## src/rtl/mul_const_sched.sv

```systemverilog
// Shared shift-add constant multiplier: a round-robin arbiter picks one requester,
// then the sequencer emits d*1, d*3, d*7 and d*8 for that operand in order.
module mul_const_sched #(
    parameter int NREQ = 4,
    parameter int DW   = 8,
    parameter int OW   = DW + 3,
    parameter int IDW  = (NREQ > 1) ? $clog2(NREQ) : 1
) (
    input  logic                 clk,
    input  logic                 rst,
    input  logic [NREQ-1:0]      req_valid_i,
    input  logic [NREQ*DW-1:0]   req_data_i,
    output logic [NREQ-1:0]      req_ready_o,
    output logic                 out_valid_o,
    input  logic                 out_ready_i,
    output logic [OW-1:0]        out_data_o,
    output logic [IDW-1:0]       out_id_o,
    output logic [1:0]           out_step_o,
    output logic                 out_last_o,
    output logic                 busy_o
);

    typedef enum logic [2:0] {
        ST_IDLE = 3'd0,
        ST_S1   = 3'd1,
        ST_S3   = 3'd2,
        ST_S7   = 3'd3,
        ST_S8   = 3'd4
    } state_t;

    state_t          state_q, state_d;
    logic [IDW-1:0]  ptr_q, ptr_d;
    logic [DW-1:0]   d_q, d_d;
    logic            out_valid_q, out_valid_d;
    logic [OW-1:0]   out_data_q, out_data_d;
    logic [IDW-1:0]  out_id_q, out_id_d;
    logic [1:0]      out_step_q, out_step_d;
    logic            out_last_q, out_last_d;

    logic            found_s;
    logic [IDW-1:0]  cand_s;
    logic [IDW-1:0]  grant_id_s;
    logic [DW-1:0]   grant_data_s;
    logic            accept_s;
    logic            advance_s;

    // Multiply by 1, 3, 7 or 8 using only shifts and one add/subtract.
    function automatic logic [OW-1:0] scale(input logic [DW-1:0] d, input logic [1:0] step);
        logic [OW-1:0] dx;
        dx = OW'(d);
        case (step)
            2'd0:    scale = dx;
            2'd1:    scale = (dx << 1) + dx;
            2'd2:    scale = (dx << 3) - dx;
            2'd3:    scale = dx << 3;
            default: scale = dx;
        endcase
    endfunction

    // Round-robin search starting just after the last granted requester.
    always_comb begin
        found_s    = 1'b0;
        cand_s     = '0;
        grant_id_s = '0;
        for (int k = 1; k <= NREQ; k++) begin
            cand_s = IDW'((int'(ptr_q) + k) % NREQ);
            if (!found_s && req_valid_i[cand_s]) begin
                found_s    = 1'b1;
                grant_id_s = cand_s;
            end else begin
                found_s    = found_s;
            end
        end
    end

    // Operand of the granted requester.
    always_comb begin
        grant_data_s = '0;
        for (int i = 0; i < NREQ; i++) begin
            if (grant_id_s == IDW'(i)) begin
                grant_data_s = req_data_i[i*DW +: DW];
            end else begin
                grant_data_s = grant_data_s;
            end
        end
    end

    assign accept_s  = ((state_q == ST_IDLE) || ((state_q == ST_S8) && out_ready_i)) && found_s;
    assign advance_s = out_valid_q && out_ready_i;

    // One-hot accept strobe, only in the accept cycle.
    always_comb begin
        req_ready_o = '0;
        if (accept_s) begin
            req_ready_o[grant_id_s] = 1'b1;
        end else begin
            req_ready_o = '0;
        end
    end

    // Next-state and output-register logic; everything holds unless accepted or advanced.
    always_comb begin
        state_d     = state_q;
        ptr_d       = ptr_q;
        d_d         = d_q;
        out_valid_d = out_valid_q;
        out_data_d  = out_data_q;
        out_id_d    = out_id_q;
        out_step_d  = out_step_q;
        out_last_d  = out_last_q;
        if (accept_s) begin
            state_d     = ST_S1;
            ptr_d       = grant_id_s;
            d_d         = grant_data_s;
            out_valid_d = 1'b1;
            out_data_d  = scale(grant_data_s, 2'd0);
            out_id_d    = grant_id_s;
            out_step_d  = 2'd0;
            out_last_d  = 1'b0;
        end else if (advance_s) begin
            case (state_q)
                ST_S1: begin
                    state_d    = ST_S3;
                    out_data_d = scale(d_q, 2'd1);
                    out_step_d = 2'd1;
                end
                ST_S3: begin
                    state_d    = ST_S7;
                    out_data_d = scale(d_q, 2'd2);
                    out_step_d = 2'd2;
                end
                ST_S7: begin
                    state_d    = ST_S8;
                    out_data_d = scale(d_q, 2'd3);
                    out_step_d = 2'd3;
                    out_last_d = 1'b1;
                end
                ST_S8: begin
                    state_d     = ST_IDLE;
                    out_valid_d = 1'b0;
                    out_last_d  = 1'b0;
                end
                default: begin
                    state_d     = ST_IDLE;
                    out_valid_d = 1'b0;
                end
            endcase
        end else begin
            state_d = state_q;
        end
    end

    // State and output registers.
    always_ff @(posedge clk or negedge rst) begin
        if (!rst) begin
            state_q     <= ST_IDLE;
            ptr_q       <= IDW'(NREQ - 1);
            d_q         <= '0;
            out_valid_q <= 1'b0;
            out_data_q  <= '0;
            out_id_q    <= '0;
            out_step_q  <= 2'd0;
            out_last_q  <= 1'b0;
        end else begin
            state_q     <= state_d;
            ptr_q       <= ptr_d;
            d_q         <= d_d;
            out_valid_q <= out_valid_d;
            out_data_q  <= out_data_d;
            out_id_q    <= out_id_d;
            out_step_q  <= out_step_d;
            out_last_q  <= out_last_d;
        end
    end

    assign out_valid_o = out_valid_q;
    assign out_data_o  = out_data_q;
    assign out_id_o    = out_id_q;
    assign out_step_o  = out_step_q;
    assign out_last_o  = out_last_q;
    assign busy_o      = (state_q != ST_IDLE);

endmodule

```

## config.mk

```make
export PLATFORM = sky130hd
export DESIGN_NAME = mul_const_sched
export DESIGN_NICKNAME = d
export VERILOG_FILES = /design/src/rtl/mul_const_sched.sv
export SDC_FILE = /design/constraint.sdc
export NUM_CORES = 1
export LEC_CHECK = 0
export CAP_MARGIN = 25
export CORE_UTILIZATION = 25
export CTS_CLUSTER_SIZE = 12
export DETAILED_ROUTE_END_ITERATION = 8
export PLACE_DENSITY = 0.48
export SLEW_MARGIN = 20
export SYNTH_ARGS = -nofsm -noshare
export SYNTH_HDL_FRONTEND = slang
export SYNTH_SLANG_ARGS = --single-unit
```

## constraint.sdc

```tcl
create_clock -name clk -period 5.7 [get_ports clk]
set_input_delay 1.14 -clock clk [delete_from_list [all_inputs] [get_ports clk]]
set_output_delay 1.14 -clock clk [all_outputs]
set_load 0.01 [all_outputs]
```

==> results.ini, run 1 <==
[clocking]
postCtsHoldBufs=0
tritoncts=yes
cts_root_buf=clkbuf_8
worstSkewPairLatency_ps=280
path_clk_slew_ps=70
clk_path_buf_depth=2
cts.sinks=30
cts_setup_buffers=0
cts_resized=0
htreeDepth=2
numCtsBuffers=5

[floorplan]
start_util_pct=26.16
die_x_um=98.23
die_area_sq_um=9648
die-height_um=98.23
io_pins=61
core-area_sq_um=8848
num_rows=34

[placed_design]
numPortBuffers=60
dp.cells=409
place_congestion=0.7748
hpwl_um=4872

[critical_path]
startpoint_type=primary input
cp_max_fo=24
worst_ep_required_time_ps=4560
crit_type=primary input to output port
arrival_ps=3270
rr_worst_depth=6
cp-end-kind=output port

[sta]
grt_setup_unrepaired=no
setup_viol=0
drv_slew=0
hold_viol=0
clock_skew_ps=8.251
tns_ps=0
worstMarginPinSlew_ps=777.0
max_freq_ghz=0.2266
hold_ws_ps=475.0
relSlewSlack_pct=47.92
min_period_ps=4412
period_share_pct=77.41

[run_status]
status=complete, no violations

[drt]
drtIter0Drc=94
vias=2041
wire_per_inst_um=15.19
dr.pass1.iters=6
drt_wl_total_um=6336
drc=0
viasPerCell=4.894
drtAntennaViolNets=0

[final_layout]
final_cell_mix=60 x clkdlybuf4s50_1, 37 x nand2_1, 28 x dfrtp_1
fin_nets=365
num_antenna_cells=0
register_area_sq_um=753.2
fillers=930
drive_gt1_share_pct=8.091
area_growth_pct=35.68
fin_cells=417
final_util_pct=35.49
final_common_cell=clkdlybuf4s50_1
multi_input_area_sq_um=1485

[yosys]
seq_area_frac_synth_pct=32.54
synth_cells=246
synth_compound_area_share_pct=23.84
synth-seq-cells=30
synthTopCellsByArea=dfrtp_1 30%, ha_1 9.2%, nand2_1 6.0%
yosysWarnings=0
ys_types=49
avgSynthCellArea_sq_um=9.409
synth-simple-area-share_pct=14.97
synth-async-reset-ratio_pct=100.0
syn_nets=303
synth_top_family_by_area=compound AO/OA/AOI/OAI gates
synth_ff_type=dfrtp_1
synthesis.area_sq_um=2315
synth_top_area_cell=dfrtp_1
synth_xor_area_share_pct=4.919
synth.top_cell.area_share_pct=30.27
synth.mux.area_fraction_pct=10.16
synth_edf_count=0
synth_fa_ha_area_share_pct=10.05

[grt]
grt_start_max_net_pins=31
grt_overflow=0
antenna_found_initial=0
grt_pass1_vias=2047
grt_util_all_layers_pct=13.87
grt_pass1_wl_um=10540

[worst_hold_path]
holdPathStages=2
min_path_type=flip-flop to flip-flop

[power_and_ir_drop]
p_sw_w=0.0008779
p_comb_share_pct=65.6
seqPwrFrac_pct=24.7
peakVddDrop_mv=0.1372
p_sw_share_pct=46.13
intPower_w=0.001025
report.power.total_w=0.001903
clkPwrFrac_pct=9.6
total_leakage_power_nw=1.317
p_per_area_nw_per_um2=606.0

[flow_run]
max_cap_violations=0

power by group through the flow:
stage / logic, W / registers (W) / clock network [W]
after floorplan: 0.000887 / 0.000439 / 0
after global placement: 0.00125 / 0.000471 / 0
after detailed placement: 0.00126 / 0.000472 / 0
after CTS: 0.00127 / 0.000470 / 0.000188
after global routing: 0.00139 / 0.000491 / 0.000198
final: 0.00125 / 0.000471 / 0.000183
per-stage QoR:
stage	worst slack, ps	area (sq um)
after detailed placement	1293	3045
after floorplan	2339	2315
after global placement	1335	3040
after global routing	1120	3141
after CTS	1275	3141
final	1288	3141
cells in the mapped netlist (6+ instances only):
cell	n
nor2_1	12
nand2_1	37
clkbuf_1	6
a21oi_1	13
xnor2_1	11
nor3_1	6
mux2i_1	7
dfrtp_1	28
inv_1	11
o21ai_0	23
ha_1	17
cells by family (layout without fill, tap and decap cells):
| logic type | Yosys count | after routing |
|---|---|---|
| compound gates | 76 | 76 |
| fa+ha+maj | 18 | 18 |
| flops | 30 | 30 |
| mux | 14 | 14 |
| xor+xnor | 13 | 13 |
| simple gates | 75 | 75 |
| buf+inv | 20 | 83 |
path summary, 6_finish.rpt:
kind / endpoint / from / slack [ps]
worst max-delay path: req_ready_o[2] / out_ready_i / 1290
worst min-delay path: out_step_o[1] / out_step_o[1] / 480
worst max register to register: out_data_o[4] / state_q[0] / 3050
worst min register to register: out_step_o[1] / out_step_o[1] / 480
max in group asynchronous: ptr_q[1] / rst / 4120
min in group asynchronous: out_data_o[10] / rst / 1240
metal layers:
layer  vias up  share of wire (%)  global-route usage, %
li1       1032                  -                      -
met1       951                 49                  19.08
met2        56                 44                  21.78
met3         2                6.1                  3.937
met4         0               0.24                  2.755
met5         -                  0                      0
registers in the layout (all words and copies together), names as in the netlist:
signal       flops
out_id_o         2
out_data_o      11
ptr_q            2
state_q          3
out_last_o       1
out_valid_o      1
out_step_o       2
d_q              8
layout make-up:
cell class,count,share of cell area [%]
inverters,11,1.315
repair buffers,64,20.08
clock buffers,6,2.629
multi-input cells,196,47.29
clock inverters,2,0.3984
flip-flops and latches,30,23.98
well taps,108,4.303
critical path, stage by stage:
cell and delay (ps):
clkdlybuf4s50_1 510, inv_1 50, a21boi_0 290, nor2b_1 180, buf_4 270, nand2_1 160
nor2_1 120, clkdlybuf4s50_1 540
Power figures use the tool's default switching activity.
==> run 2, diff against run 1 <==
==> constraint.sdc (replaced) <==
create_clock -name clk -period 4.2 [get_ports clk]
set_input_delay 0.84 -clock clk [delete_from_list [all_inputs] [get_ports clk]]
set_output_delay 0.84 -clock clk [all_outputs]
set_load 0.01 [all_outputs]
==> results.ini, run 2 (synthesized netlist as in run 1, its figures left out) <==
[floorplan]
die_x_um=98.23
die-height_um=98.23
io_pins=61
num_rows=34
start_util_pct=26.16
die_area_sq_um=9648
core-area_sq_um=8848

[flow_run]
max_cap_violations=0

[critical_path]
crit_chain=clkdlybuf4s50_1, and2b_2, a21oi_4, o221ai_4, nor3_1, clkdlybuf4s50_1
crit_buf_inv=2
startpoint_type=primary input
r2r-start=state_q[0]
cp-end-kind=output port
rr_endpoint=state_q[2]
r2r_slack_ps=1590
path_common_cell=clkdlybuf4s50_1
cp_top_family=buffers and inverters
worst_ep_required_time_ps=3360
cp_max_fo=9
rr_worst_depth=7
arrival_ps=2820
crit_type=primary input to output port
max_stage_delay_ps=560
cp_slowest_cell=clkdlybuf4s50_1

[final_layout]
final_common_cell=clkdlybuf4s50_1
fin_nets=366
num_antenna_cells=0
multi_input_area_sq_um=1480
final_cell_mix=60 x clkdlybuf4s50_1, 37 x nand2_1, 28 x dfrtp_1
largest_register_ffs=11
drive_gt1_share_pct=7.742
register_area_sq_um=753.2
area_growth_pct=35.62
fillers=928

[placed_design]
numPortBuffers=60
hpwl_um=4966
place_congestion=0.7808

[clocking]
worstSkewPairLatency_ps=280
numCtsBuffers=5
cts_setup_buffers=0
postCtsHoldBufs=0
cts_resized=0
clk_path_buf_depth=2
path_clk_slew_ps=70
tritoncts=yes
cts_root_buf=clkbuf_8
cts.sinks=30
htreeDepth=2

[drt]
dr.pass1.iters=8
wire_per_inst_um=15.41
drtIter0Drc=82
vias=2096
drt_wl_total_um=6442
viasPerCell=5.014
drtAntennaViolNets=0
drc=1

[sta]
worstMarginPinSlew_ps=787.0
clock_skew_ps=10.02
relSlewSlack_pct=47.53
min_period_ps=3655
grt_setup_unrepaired=no
max_freq_ghz=0.2736
period_share_pct=87.03
setup_viol=0
hold_ws_ps=480.7
tns_ps=0
drv_slew=0
hold_viol=0

[grt]
antenna_found_initial=0
grt_pass1_wl_um=10700
grt_overflow=0
grt_pass1_vias=2103
grt_util_all_layers_pct=14.00
grt_start_max_net_pins=31

[power_and_ir_drop]
total_leakage_power_nw=1.321
p_per_area_nw_per_um2=823.1
peakVddDrop_mv=0.2286

[worst_hold_path]
holdPathStages=2
min_path_type=flip-flop to flip-flop
hold_end=out_data_o[10]
min_from=out_data_o[10]

[run_status]
status=complete, but fails checks
violations=DRC

## run 2: cell types whose count changed in the layout (fill, tap and decap cells not counted)
cell	previous run	this run
clkinvlp_4	1	0
clkbuf_1	0	1
buf_4	4	5
nor3_2	1	0
nor3_1	5	6
## run 2: worst min-delay path, cell delays in order (launching register included)
cell	delay, ps
dfrtp_1	350
nand2_1	40
o21ai_0	60
## run 2: through the flow
stage | setup slack [ps] | instance area (sq um) | utilization [%] | cells | power (W)
2_1_floorplan | 1439 | 2315 | - | 246 | 0.001800
4_1_cts | 521.4 | 3139 | 35.48 | 418 | 0.002612
3_5_place_dp | 547.1 | 3048 | 34.45 | 410 | 0.002351
6_report | 544.6 | 3139 | 35.48 | 418 | 0.002584
3_3_place_gp | 557.7 | 3048 | 34.45 | 410 | 0.002342
5_1_grt | 374.1 | 3139 | 35.48 | 418 | 0.002836
## run 2: area by class of cell
cell class	count	share of cell area [%]
Clock buffer	7	2.750
Clock inverter	1	0.1594
Inverter	11	1.315
Multi-Input combinational cell	196	47.15
Sequential cell	30	23.99
Tap cell	108	4.305
Timing Repair Buffer	65	20.33
## run 2: metal layers
layer,up-vias,wire [um],track usage [%]
met5,-,0,0
met4,0,80,3.674
met3,8,405,3.865
met2,69,2817,21.94
met1,984,3138,19.00
li1,1035,-,-
## run 2: power breakdown
| group | switching (W) | internal, W | leakage [nW] | total (W) |
|---|---|---|---|---|
| clock network | 0.000113 | 0.000132 | 0.0482 | 0.000245 |
| logic | 0.000877 | 0.000825 | 0.909 | 0.00170 |
| registers | 0.000197 | 0.000440 | 0.364 | 0.000637 |
| total | 0.00119 | 0.00140 | 1.32 | 0.00258 |
## run 2: worst max-delay path by stage
| stage | startpoint | endpoint | slack [ps] | cells after the start |
|---|---|---|---|---|
| after global placement | req_valid_i[0] | req_ready_o[0] | 560 | 6 |
| final | req_valid_i[0] | req_ready_o[0] | 540 | 6 |
| after global routing | out_ready_i | req_ready_o[3] | 370 | 7 |
| after detailed placement | req_valid_i[0] | req_ready_o[0] | 550 | 6 |
| after floorplan | req_valid_i[0] | req_ready_o[2] | 1440 | 6 |
| after CTS | req_valid_i[0] | req_ready_o[0] | 520 | 6 |
==> run 3, diff against run 2 <==
--- a/config.mk
+++ b/config.mk
@@ -7,7 +7,6 @@
 export LEC_CHECK = 0
 export CAP_MARGIN = 25
 export CORE_UTILIZATION = 25
-export CTS_CLUSTER_SIZE = 12
 export DETAILED_ROUTE_END_ITERATION = 8
 export PLACE_DENSITY = 0.48
 export SLEW_MARGIN = 20
==> results of run 3 <==
Same layout as run 2: the final DEF is identical, and so are final timing and power.
